[src/rtl/ic_fetch_ctrl_pkg.sv]
// Shared constants and types for the core-side instruction fetch engine.
package ic_fetch_ctrl_pkg;

    localparam int IC_PC_W        = 50;
    localparam int IC_DATA_W      = 128;
    localparam int IC_FETCH_BYTES = 16;
    localparam int IC_MAX_OUTS    = 4;

    typedef struct packed {
        logic [IC_PC_W-1:0]   pc;
        logic [IC_DATA_W-1:0] data;
    } I_fetch_blk_type;

    // DRAIN while stale icache responses are still owed to us.
    typedef enum logic {
        ST_RUN,
        ST_DRAIN
    } fetch_state_e;

endpackage

[src/rtl/ic_fetch_ctrl_if.sv]
// Redirect, icache request/response and decode signals of the fetch engine.
// Optional statistics outputs exist only when FETCH_STATS_EN is defined.
interface ic_fetch_ctrl_if
    import ic_fetch_ctrl_pkg::*;
#(
    parameter int PC_W   = IC_PC_W,
    parameter int DATA_W = IC_DATA_W
);
    logic              redirect_valid;
    logic [PC_W-1:0]   redirect_pc;
    logic              coretoic_pc_valid;
    logic              coretoic_pc_retry;
    logic [PC_W-1:0]   coretoic_pc;
    logic              ictocore_valid;
    logic              ictocore_retry;
    logic [DATA_W-1:0] ictocore;
    logic              fetch_valid;
    logic              fetch_retry;
    logic [PC_W-1:0]   fetch_pc;
    logic [DATA_W-1:0] fetch_data;
`ifdef FETCH_STATS_EN
    logic [31:0]       stat_issued;
    logic [31:0]       stat_dropped;
    logic [31:0]       stat_stall;

    modport master (
        input  redirect_valid, redirect_pc, coretoic_pc_retry, ictocore_valid, ictocore, fetch_retry,
        output coretoic_pc_valid, coretoic_pc, ictocore_retry, fetch_valid, fetch_pc, fetch_data,
        output stat_issued, stat_dropped, stat_stall
    );
    modport slave (
        output redirect_valid, redirect_pc, coretoic_pc_retry, ictocore_valid, ictocore, fetch_retry,
        input  coretoic_pc_valid, coretoic_pc, ictocore_retry, fetch_valid, fetch_pc, fetch_data,
        input  stat_issued, stat_dropped, stat_stall
    );
`else
    modport master (
        input  redirect_valid, redirect_pc, coretoic_pc_retry, ictocore_valid, ictocore, fetch_retry,
        output coretoic_pc_valid, coretoic_pc, ictocore_retry, fetch_valid, fetch_pc, fetch_data
    );
    modport slave (
        output redirect_valid, redirect_pc, coretoic_pc_retry, ictocore_valid, ictocore, fetch_retry,
        input  coretoic_pc_valid, coretoic_pc, ictocore_retry, fetch_valid, fetch_pc, fetch_data
    );
`endif
endinterface

[src/rtl/ic_fetch_fifo.sv]
// Synchronous FIFO with flush; head entry is readable the cycle after its push.
module ic_fetch_fifo #(
    parameter int DEPTH = 4,
    parameter int WIDTH = 8
) (
    input  logic                       clk,
    input  logic                       reset,
    input  logic                       push_i,
    input  logic [WIDTH-1:0]           wdata_i,
    input  logic                       pop_i,
    input  logic                       flush_i,
    output logic [WIDTH-1:0]           rdata_o,
    output logic [$clog2(DEPTH+1)-1:0] count_o,
    output logic                       empty_o,
    output logic                       full_o
);
    localparam int AW = (DEPTH > 1) ? $clog2(DEPTH) : 1;
    localparam int CW = $clog2(DEPTH + 1);

    logic [WIDTH-1:0] mem_q [DEPTH];
    logic [AW-1:0]    rd_ptr_q, rd_ptr_d, wr_ptr_q, wr_ptr_d;
    logic [CW-1:0]    count_q, count_d;
    logic             do_push, do_pop;

    function automatic logic [AW-1:0] next_ptr(input logic [AW-1:0] p);
        return (p == AW'(DEPTH - 1)) ? '0 : p + AW'(1);
    endfunction

    assign empty_o = (count_q == '0);
    assign full_o  = (count_q == CW'(DEPTH));
    assign count_o = count_q;
    assign rdata_o = mem_q[rd_ptr_q];

    // A full FIFO still accepts a push when the head leaves in the same cycle.
    assign do_pop  = pop_i && !empty_o;
    assign do_push = push_i && (!full_o || do_pop);

    always_comb begin
        rd_ptr_d = do_pop  ? next_ptr(rd_ptr_q) : rd_ptr_q;
        wr_ptr_d = do_push ? next_ptr(wr_ptr_q) : wr_ptr_q;
        count_d  = count_q;
        case ({do_push, do_pop})
            2'b10:   count_d = count_q + CW'(1);
            2'b01:   count_d = count_q - CW'(1);
            default: count_d = count_q;
        endcase
    end

    always_ff @(posedge clk) begin
        if (reset || flush_i) begin
            rd_ptr_q <= '0;
            wr_ptr_q <= '0;
            count_q  <= '0;
        end else begin
            rd_ptr_q <= rd_ptr_d;
            wr_ptr_q <= wr_ptr_d;
            count_q  <= count_d;
        end
    end

    always_ff @(posedge clk) begin
        if (do_push) mem_q[wr_ptr_q] <= wdata_i;
    end

endmodule

[src/rtl/ic_fetch_ctrl.sv]
// Fetch engine: issues aligned sequential PCs under a credit limit, pairs responses
// with their PCs for decode, and drops stale responses after a redirect (FETCH_STATS_EN adds counters).
module ic_fetch_ctrl
    import ic_fetch_ctrl_pkg::*;
#(
    parameter int              PC_W        = IC_PC_W,
    parameter int              DATA_W      = IC_DATA_W,
    parameter int              FETCH_BYTES = IC_FETCH_BYTES,
    parameter int              MAX_OUTS    = IC_MAX_OUTS,
    parameter logic [PC_W-1:0] RESET_PC    = '0
) (
    input  logic             clk,
    input  logic             reset,
    ic_fetch_ctrl_if.master  ic_if
);
    localparam int              CW         = $clog2(MAX_OUTS + 1);
    localparam logic [PC_W-1:0] ALIGN_MASK = ~PC_W'(FETCH_BYTES - 1);
    localparam logic [PC_W-1:0] PC_STEP    = PC_W'(FETCH_BYTES);
    localparam logic [CW:0]     CREDITS    = (CW + 1)'(MAX_OUTS);

    fetch_state_e       state_q, state_d;
    logic [PC_W-1:0]    next_pc_q, next_pc_d;
    logic [CW-1:0]      drop_q, drop_d;
    logic [CW-1:0]      inflight, buf_count;
    logic               pcq_empty, pcq_full, buf_empty, buf_full;
    logic [PC_W-1:0]    pcq_head;
    logic [PC_W+DATA_W-1:0] buf_head;
    logic               issue_valid, accept, resp, discard, buf_push, buf_pop;

    // The pc_queue occupancy is the in-flight count; its head pairs with the next response.
    ic_fetch_fifo #(.DEPTH(MAX_OUTS), .WIDTH(PC_W)) u_pc_queue (
        .clk(clk), .reset(reset), .push_i(accept), .wdata_i(next_pc_q), .pop_i(resp),
        .flush_i(1'b0), .rdata_o(pcq_head), .count_o(inflight), .empty_o(pcq_empty), .full_o(pcq_full)
    );

    ic_fetch_fifo #(.DEPTH(MAX_OUTS), .WIDTH(PC_W + DATA_W)) u_out_buf (
        .clk(clk), .reset(reset), .push_i(buf_push), .wdata_i({pcq_head, ic_if.ictocore}),
        .pop_i(buf_pop), .flush_i(ic_if.redirect_valid), .rdata_o(buf_head), .count_o(buf_count),
        .empty_o(buf_empty), .full_o(buf_full)
    );

    // Buffered blocks hold credits too, so the output buffer can never overflow.
    assign issue_valid = !reset && (({1'b0, inflight} + {1'b0, buf_count}) < CREDITS);
    assign accept      = issue_valid && !ic_if.coretoic_pc_retry;
    assign resp        = ic_if.ictocore_valid;
    assign discard     = resp && ((state_q == ST_DRAIN) || ic_if.redirect_valid);
    assign buf_push    = resp && !discard;
    assign buf_pop     = !buf_empty && !ic_if.fetch_retry;

    always_comb begin
        drop_d    = drop_q;
        next_pc_d = next_pc_q;
        if (resp && (state_q == ST_DRAIN)) drop_d = drop_q - CW'(1);
        if (accept) next_pc_d = next_pc_q + PC_STEP;
        // Everything outstanding at the end of a redirect cycle is stale.
        if (ic_if.redirect_valid) begin
            drop_d    = inflight + CW'(accept) - CW'(resp);
            next_pc_d = ic_if.redirect_pc & ALIGN_MASK;
        end
        state_d = (drop_d != '0) ? ST_DRAIN : ST_RUN;
    end

    always_ff @(posedge clk) begin
        if (reset) begin
            state_q   <= ST_RUN;
            drop_q    <= '0;
            next_pc_q <= RESET_PC & ALIGN_MASK;
        end else begin
            state_q   <= state_d;
            drop_q    <= drop_d;
            next_pc_q <= next_pc_d;
        end
    end

    assign ic_if.coretoic_pc_valid = issue_valid;
    assign ic_if.coretoic_pc       = next_pc_q;
    assign ic_if.ictocore_retry    = 1'b0;
    assign ic_if.fetch_valid       = !buf_empty;
    assign {ic_if.fetch_pc, ic_if.fetch_data} = buf_empty ? '0 : buf_head;

`ifdef FETCH_STATS_EN
    logic [31:0] stat_issued_q, stat_dropped_q, stat_stall_q;

    function automatic logic [31:0] sat_inc(input logic [31:0] v);
        return (v == '1) ? v : v + 32'd1;
    endfunction

    always_ff @(posedge clk) begin
        if (reset) begin
            stat_issued_q  <= '0;
            stat_dropped_q <= '0;
            stat_stall_q   <= '0;
        end else begin
            if (accept)                                 stat_issued_q  <= sat_inc(stat_issued_q);
            if (discard)                                stat_dropped_q <= sat_inc(stat_dropped_q);
            if (issue_valid && ic_if.coretoic_pc_retry) stat_stall_q   <= sat_inc(stat_stall_q);
        end
    end

    assign ic_if.stat_issued  = stat_issued_q;
    assign ic_if.stat_dropped = stat_dropped_q;
    assign ic_if.stat_stall   = stat_stall_q;
`endif

`ifndef SYNTHESIS
    a_drop_le_inflight: assert property (@(posedge clk) disable iff (reset) drop_q <= inflight);
    a_inflight_le_max:  assert property (@(posedge clk) disable iff (reset) inflight <= CW'(MAX_OUTS));
    a_resp_needs_req:   assert property (@(posedge clk) disable iff (reset) resp |-> !pcq_empty);
    a_pcq_no_overflow:  assert property (@(posedge clk) disable iff (reset) !(accept && !resp && pcq_full));
    a_buf_no_overflow:  assert property (@(posedge clk) disable iff (reset) !(buf_push && !buf_pop && buf_full));
`endif

endmodule

[src/flat_wrapper.sv]
// flat-port wrapper written by rule: the top's interface ports become plain ports
module ic_fetch_ctrl_flat import ic_fetch_ctrl_pkg::*;
#(
    parameter int              PC_W        = IC_PC_W,
    parameter int              DATA_W      = IC_DATA_W,
    parameter int              FETCH_BYTES = IC_FETCH_BYTES,
    parameter int              MAX_OUTS    = IC_MAX_OUTS,
    parameter logic [PC_W-1:0] RESET_PC    = '0
)
  (clk, reset, ic_if_redirect_valid, ic_if_redirect_pc, ic_if_coretoic_pc_retry, ic_if_ictocore_valid, ic_if_ictocore, ic_if_fetch_retry, ic_if_coretoic_pc_valid, ic_if_coretoic_pc, ic_if_ictocore_retry, ic_if_fetch_valid, ic_if_fetch_pc, ic_if_fetch_data);
  ic_fetch_ctrl_if #(.PC_W(PC_W), .DATA_W(DATA_W)) ic_if_i ();
  input  logic clk;
  input  logic reset;
  input wire logic [$bits(ic_if_i.redirect_valid)-1:0] ic_if_redirect_valid;
  input wire logic [$bits(ic_if_i.redirect_pc)-1:0] ic_if_redirect_pc;
  input wire logic [$bits(ic_if_i.coretoic_pc_retry)-1:0] ic_if_coretoic_pc_retry;
  input wire logic [$bits(ic_if_i.ictocore_valid)-1:0] ic_if_ictocore_valid;
  input wire logic [$bits(ic_if_i.ictocore)-1:0] ic_if_ictocore;
  input wire logic [$bits(ic_if_i.fetch_retry)-1:0] ic_if_fetch_retry;
  output wire logic [$bits(ic_if_i.coretoic_pc_valid)-1:0] ic_if_coretoic_pc_valid;
  output wire logic [$bits(ic_if_i.coretoic_pc)-1:0] ic_if_coretoic_pc;
  output wire logic [$bits(ic_if_i.ictocore_retry)-1:0] ic_if_ictocore_retry;
  output wire logic [$bits(ic_if_i.fetch_valid)-1:0] ic_if_fetch_valid;
  output wire logic [$bits(ic_if_i.fetch_pc)-1:0] ic_if_fetch_pc;
  output wire logic [$bits(ic_if_i.fetch_data)-1:0] ic_if_fetch_data;
  assign ic_if_i.redirect_valid = ic_if_redirect_valid;
  assign ic_if_i.redirect_pc = ic_if_redirect_pc;
  assign ic_if_i.coretoic_pc_retry = ic_if_coretoic_pc_retry;
  assign ic_if_i.ictocore_valid = ic_if_ictocore_valid;
  assign ic_if_i.ictocore = ic_if_ictocore;
  assign ic_if_i.fetch_retry = ic_if_fetch_retry;
  assign ic_if_coretoic_pc_valid = ic_if_i.coretoic_pc_valid;
  assign ic_if_coretoic_pc = ic_if_i.coretoic_pc;
  assign ic_if_ictocore_retry = ic_if_i.ictocore_retry;
  assign ic_if_fetch_valid = ic_if_i.fetch_valid;
  assign ic_if_fetch_pc = ic_if_i.fetch_pc;
  assign ic_if_fetch_data = ic_if_i.fetch_data;
  ic_fetch_ctrl #(.PC_W(PC_W), .DATA_W(DATA_W), .FETCH_BYTES(FETCH_BYTES), .MAX_OUTS(MAX_OUTS), .RESET_PC(RESET_PC)) u_core (.clk(clk), .reset(reset), .ic_if(ic_if_i));
endmodule
[config.mk]
export PLATFORM = sky130hd
export DESIGN_NAME = ic_fetch_ctrl_flat
export DESIGN_NICKNAME = d
export VERILOG_FILES = /design/src/rtl/ic_fetch_ctrl_pkg.sv /design/src/rtl/ic_fetch_ctrl_if.sv /design/src/rtl/ic_fetch_fifo.sv /design/src/rtl/ic_fetch_ctrl.sv /design/src/flat_wrapper.sv
export SDC_FILE = /design/constraint.sdc
export NUM_CORES = 1
export LEC_CHECK = 0
export CORE_MARGIN = 4
export CORE_UTILIZATION = 35
export DETAILED_ROUTE_END_ITERATION = 12
export MAX_ROUTING_LAYER = met4
export PLACE_DENSITY = 0.63
export SYNTH_ARGS = -nofsm -noshare
export SYNTH_HDL_FRONTEND = slang
export SYNTH_SLANG_ARGS = --single-unit
[constraint.sdc]
create_clock -name clk -period 8.8 [get_ports clk]
set_input_delay 1.32 -clock clk [delete_from_list [all_inputs] [get_ports clk]]
set_output_delay 1.32 -clock clk [all_outputs]
set_load 0.01 [all_outputs]
==> results.md, run 1 <==
- Final-report setup violation count: 0
- Comb pwr share: 0.051
- Normalized max-slew margin: 0.3457
- Worst-Margin Slew: 0.9814 ns
- Max IR drop VDD: 0.1225 mV
- Most frequent cells in the layout: 880 x edfxtp_1, 400 x clkdlybuf4s50_1, 220 x mux4_2, 181 x and2_1, 101 x clkbuf_16
- Pint: 7.705 mW
- P_leak: 14.32 nW
- Row Count: 119
- Total track usage: 0.1581
- TritonCTS clock tree: built
- Initial Utilization: 0.3522
- RSZ-0062 raised after global routing: no
- Flop pwr share: 0.530
- Data arrival time of the critical path: 3.61 ns
- Clock power frac: 0.419
- Min-Delay Path Depth: 2
- DR WL met3: 6210 um
- DIE AREA: 111,200 um2
- Commonest non-fill, non-tap cell in the layout: edfxtp_1
- Clock sink count: 948
- Largest net degree at the start of global routing: 101
- Slowest Stage Delay on Critical Path: 0.74 ns
- Final Instance Area: 45,920 um2
- Area share of the largest cell type after synthesis: 0.7128
- Final Cycle Share: 0.5597
- Antenna violations before repair: 5
- DRT iter0 DRCs: 1,629
- Layout cells sized above 1: 0.1750
- Ports: 415
- Switch share: 0.2060
- Core area: 105,300 um2
- Syn Inst Count: 1,881
- Startpoint Class: flip-flop
- Number of global-route vias before repair: 20,510
- Vias per cell: 5.141
- Post-synth cell types: 59
- Global-route wire length before repair: 130,200 um
- Hold Path Class: reg2reg
- Hold_ws: 0.5275 ns
- Layout Cells excl Fill: 3,789
- Port Buffer Count: 401
- Die width: 333.5 um
- Net switching power: 2.000 mW
- Clock slew at reported path FFs: 0.06 ns
- H-tree depth: 3
- M1 wire length: 37,280 um
- RR Endpoint: u_core.u_pc_queue.mem_q[1][47]
- Routability cong.: 0.8313
- CTS Buffer Depth: 3
- Fmax: 0.2030 GHz
- CP Capture Type: output pin
- Syn avg cell area: 19.71 um2
- TritonCTS Buffers: 99
- Via Count: 19,480
- Grt ovf: 0
- Dominant synthesized flop cell: edfxtp_1
- Crit path kind: reg2out
- CP max stage cell: buf_4
- Final Slew Violations: 0
- Worst reg2reg startpoint: u_core.u_pc_queue.count_o[2]
- FF-to-FF setup slack: 4.78 ns
- Number of fill cells: 9,017
- Sequential area share after synthesis: 0.7495
- Final TNS setup: 0 ns
- Final hold vios: 0
- DRC: 0
- Worst Skew: 0.02416 ns
- Ys async rst share: 0
- R2R cell count: 7
- Routed Antenna Nets: 0
- Initial DRT Pass Iterations: 8
- Min-delay src: u_core.u_out_buf.rd_ptr_q[0]
- PwrDens: 211.4 nW/um2
- Area Overhead vs Synth: 23.86%
- CP cell instances: nor3_1 -> inv_4 -> buf_4 -> and2_1 -> clkdlybuf4s50_1
- Number of synthesized register bits: 948
- Area leader, netlist: edfxtp_1
- Mapped Area: 37,070 um2
- Placed cells: 3,599
- Status: complete, no violations
- Drt total wl: 86,880 um
- Die H: 333.5 um
- EDFF count, synth: 880
- DR WL/cell: 22.93 um
- Synth warn: 0
- Root Buffer: clkbuf_16
- Post-layout min period: 4.926 ns
- Post-layout util: 0.4362
- Highest metal used: met4
- Post-CTS setup buffer count: 0
- Synth top area cells: edfxtp_1 71%, mux4_2 13%, dfxtp_1 3.7%
- Placed cell area: 42,690 um2
- Resize count post-CTS: 0
- Final nets: 2,512
- CP required: 7.48 ns
- Maximum Capacitance Violations: 0
- Post-CTS Hold Buffers: 0
- Clk Latency, worst-skew pair: 0.67 ns
- WL met2: 41,650 um
- Hpwl dp: 54,080 um
- CP max FO: 68
[worst max-delay path, delay by kind of cell (launching register included)]
kind / cells / cell delay, ns
buffers and inverters: 3 / 1.83
AND/OR/NAND/NOR: 2 / 0.53
flip-flops: 1 / 0.50
[flip-flops by register name (all words and copies together), names as in the netlist, named ones only]
signal                      flops
u_core.u_pc_queue.wr_ptr_q      2
u_core.u_out_buf.count_o        3
u_core.drop_q                   3
u_core.u_pc_queue.rd_ptr_q      2
u_core.ic_if.coretoic_pc       46
u_core.u_out_buf.wr_ptr_q       2
u_core.u_pc_queue.mem_q       184
u_core.u_out_buf.rd_ptr_q       2
u_core.state_q                  1
u_core.u_pc_queue.count_o       3
u_core.u_out_buf.mem_q        696
[cell usage after synthesis (5+ instances only)]
cell type and instances:
a31oi_1 6, nor2_1 55, nand4_1 10, mux2i_1 12
a211oi_1 22, and4_1 13, nor3_1 17, buf_1 22
nand2_1 42, o21ai_0 8, nor4_1 18, a2111oi_0 8
buf_4 9, dfxtp_1 68, inv_1 25, mux4_2 220
edfxtp_1 880, or3_1 7, and3_1 17, nor2b_1 9
a21oi_1 17, and2_1 189, a311oi_1 5, nand3_1 28
xnor2_1 21, clkbuf_1 76, ha_1 16
[power by group through the flow]
| stage | Clock [mW] | Sequential, mW | Combinational, mW |
|---|---|---|---|
| final | 4.07 | 5.14 | 0.495 |
| after detailed placement | 0 | 5.24 | 0.501 |
| after global placement | 0 | 5.22 | 0.484 |
| after global routing | 4.39 | 5.15 | 0.537 |
| after floorplan | 0 | 5.21 | 0.255 |
| after CTS | 4.19 | 5.14 | 0.503 |
[per-layer routing]
layer,track usage,vias to the layer above
met2,0.2492,767
met4,0.04507,0
met5,-,-
li1,-,8451
met1,0.2089,10130
met3,0.03312,130
[worst max path at each step]
stage,startpoint,to,slack [ns],cells after the start
global placement,ic_if_ictocore_valid,u_core.u_out_buf.mem_q[0][88],3.44,5
global route,u_core.u_out_buf.count_o[1],ic_if_fetch_pc[27],3.62,5
CTS,u_core.u_out_buf.count_o[1],ic_if_fetch_pc[27],3.70,5
finish,u_core.u_out_buf.count_o[1],ic_if_fetch_pc[27],3.87,5
floorplan,ic_if_redirect_valid,u_core.u_out_buf.mem_q[0][0],1.91,4
detailed placement,ic_if_ictocore_valid,u_core.u_out_buf.mem_q[0][148],3.35,5
[cells by family (layout without fill, tap and decap cells)]
logic type / count (synthesis) / in the layout / share of synthesized area
AO/OA/AOI/OAI: 97 / 97 / 0.01927
AND/OR/NAND/NOR: 423 / 423 / 0.06605
adder cells (fa/ha/maj): 19 / 19 / 0.007020
XOR/XNOR: 24 / 24 / 0.005670
other: 1 / 13 / 0.0001012
flip-flops: 948 / 948 / 0.7495
multiplexers: 232 / 232 / 0.1369
buffers and inverters: 137 / 642 / 0.01546
[per-stage QoR]
stage / power [mW] / setup WS (ns)
6_report: 9.705 / 3.874
5_1_grt: 10.07 / 3.621
4_1_cts: 9.835 / 3.703
3_5_place_dp: 5.736 / 3.345
3_3_place_gp: 5.708 / 3.439
2_1_floorplan: 5.468 / 1.914
[area by class of cell]
type | instances | area, um2 | area share
Tap cell | 1391 | 1740 | 0.03790
Sequential cell | 948 | 27800 | 0.6054
Inverter | 27 | 106.4 | 0.002316
Clock buffer | 130 | 2696 | 0.05872
Antenna cell | 4 | 10.01 | 0.0002180
Timing Repair Buffer | 429 | 4294 | 0.09352
Clock inverter | 56 | 515.5 | 0.01123
Multi-Input combinational cell | 804 | 8757 | 0.1907
(Power assumes the default switching activity.)
==> run 2, diff against run 1 <==
Settings changed: PLACE_DENSITY 0.63 to 0.65.
Clock period 8.8 ns to 4.45 ns, I/O delays scaled along.
==> results.md, run 2 (synthesized netlist as in run 1, its figures left out) <==
- Status: complete, no violations
- Crit path kind: reg2out
- P_leak: 14.47 nW (+0.99%)
- Port Buffer Count: 401 (unchanged)
- Clock sink count: 948 (unchanged)
- CP required: 3.78 ns (-3.70 ns)
- FF-to-FF setup slack: 0.99 ns (-3.79 ns)
- Hpwl dp: 53,990 um (-0.16%)
- Initial DRT Pass Iterations: 5 (-3)
- TritonCTS Buffers: 99 (unchanged)
- DRT iter0 DRCs: 1,622 (-0.43%)
- Drt total wl: 87,740 um (+0.99%)
- CP Capture Type: output pin
- Ports: 415 (unchanged)
- Maximum Capacitance Violations: 0 (unchanged)
- DRC: 0 (unchanged)
- Post-layout util: 0.4392 (+0.002972)
- Final worst setup slack: 0.5532 ns (-3.321 ns)
- Routability cong.: 0.8408 (+1.1%)
- CP max FO: 76 (+12%)
- Resize count post-CTS: 0 (unchanged)
- Root Buffer: clkbuf_16
- Data arrival time of the critical path: 3.23 ns (-0.38 ns)
- Top reg by flops: u_core.u_out_buf.mem_q
- Final Slew Violations: 0 (unchanged)
- Initial Utilization: 0.3522 (unchanged)
- Commonest non-fill, non-tap cell in the layout: edfxtp_1
- Worst Skew: 0.01985 ns (-0.004307 ns)
- Number of global-route vias before repair: 20,600 (+0.48%)
- Pre-CTS WS: 0.7662 ns (-2.579 ns)
- Final hold vios: 0 (unchanged)
- DR WL/cell: 23.02 um (+0.41%)
- Hold Path Class: reg2reg
- Routed Antenna Nets: 0 (unchanged)
- Row Count: 119 (unchanged)
- Antenna violations before repair: 9 (+4)
- Final Cycle Share: 0.8757
- Total track usage: 0.1605 (+0.002424)
- Area Overhead vs Synth: 24.70%
- Clock slew at reported path FFs: 0.06 ns (about the same)
- Normalized max-slew margin: 0.3209 (-0.02483)
- Post-CTS Hold Buffers: 0 (unchanged)
- DIE AREA: 111,200 um2 (unchanged)
- CTS Buffer Depth: 3 (unchanged)
- Max FFs per register: 696 (unchanged)
- Global-route wire length before repair: 131,900 um (+1.3%)
- Final TNS setup: 0 ns (unchanged)
- Number of fill cells: 8,998 (-0.21%)
- Core area: 105,300 um2 (unchanged)
- RSZ-0062 raised after global routing: no
- Layout cells sized above 1: 0.1821 (+0.007061)
- Startpoint Class: flip-flop
- Placed cell area: 43,030 um2 (+0.78%)
- Post-CTS setup buffer count: 0 (unchanged)
- Final nets: 2,531 (+0.76%)
- Largest net degree at the start of global routing: 78 (-23%)
- Fmax: 0.2566 GHz
- Clk Latency, worst-skew pair: 0.66 ns (about the same)
- Final-report setup violation count: 0 (unchanged)
- TritonCTS clock tree: built
- H-tree depth: 3 (unchanged)
- Via Count: 19,410 (-0.37%)
- Multi-input logic area: 8757 um2 (unchanged)
- Post-layout min period: 3.897 ns
- Most frequent cells in the layout: 880 x edfxtp_1, 400 x clkdlybuf4s50_1, 220 x mux4_2, 181 x and2_1, 100 x clkbuf_16
- Worst-Margin Slew: 1.019 ns (+0.03724 ns)
- PwrDens: 415.2 nW/um2 (+96%)
- Final Instance Area: 46,230 um2 (+0.68%)
- Die width: 333.5 um (unchanged)
- Vias per cell: 5.092 (-0.94%)
- Max IR drop VDD: 0.3195 mV (+160%)
- Register area: 27,800 um2 (about the same)
- Grt ovf: 0 (unchanged)
- Die H: 333.5 um (unchanged)
==> run 2: cell types whose count changed in the layout (fill, tap and decap cells not counted), sizes merged <==
cell      change
buf          +19
inv           +4
clkbuf        -3
clkinv        -2
diode         +5
bufinv        +1
clkinvlp      -2
==> run 2: final cells by class <==
| class | instances | area share |
|---|---|---|
| sequential | 948 | 0.6013 |
| antenna | 9 | 0.0004872 |
| tap | 1391 | 0.03765 |
| clock inverter | 57 | 0.01158 |
| clock buffer | 127 | 0.05719 |
| timing repair buffer | 448 | 0.1000 |
| inverter | 27 | 0.002301 |
| multi-input combinational | 804 | 0.1894 |
==> run 2: metal layers <==
layer,track usage,up-vias,part of all wire
met5,-,-,0
li1,-,8502,-
met2,0.2564,721,0.49
met4,0.04047,0,0.016
met3,0.03469,106,0.069
met1,0.2105,10080,0.43
==> run 2: worst paths after layout <==
path,from,endpoint,depth (start not counted)
worst max-delay path,u_core.u_out_buf.count_o[1],ic_if_fetch_pc[7],5
worst min-delay path,u_core.u_out_buf.rd_ptr_q[1],flip-flop,2
worst min register to register,u_core.u_out_buf.rd_ptr_q[1],flip-flop,2
worst max register to register,u_core.u_pc_queue.count_o[2],u_core.state_q,12
==> run 2: power by group <==
part | leakage, nW | total [mW] | switching, mW | internal [mW]
Clock | 1.56 | 8.03 | 3.31 | 4.72
Sequential | 8.56 | 10.2 | 0.158 | 10.0
Combinational | 4.35 | 1.00 | 0.491 | 0.512
==> run 2: worst max-delay path, stage by stage (launching register included) <==
cell and delay (ns):
dfxtp_1 0.49, nor3_1 0.17, inv_4 0.71, buf_12 0.30, and2_1 0.17, clkdlybuf4s50_1 0.60
==> run 2: through the flow <==
stage,hold slack (ns),instances,power (mW)
after global routing,0.5534,3809,19.95
after global placement,0.4862,3618,11.32
after CTS,0.4877,3802,19.44
final,0.4959,3811,19.19
after floorplan,0.4716,1889,10.80
after detailed placement,0.4960,3618,11.37
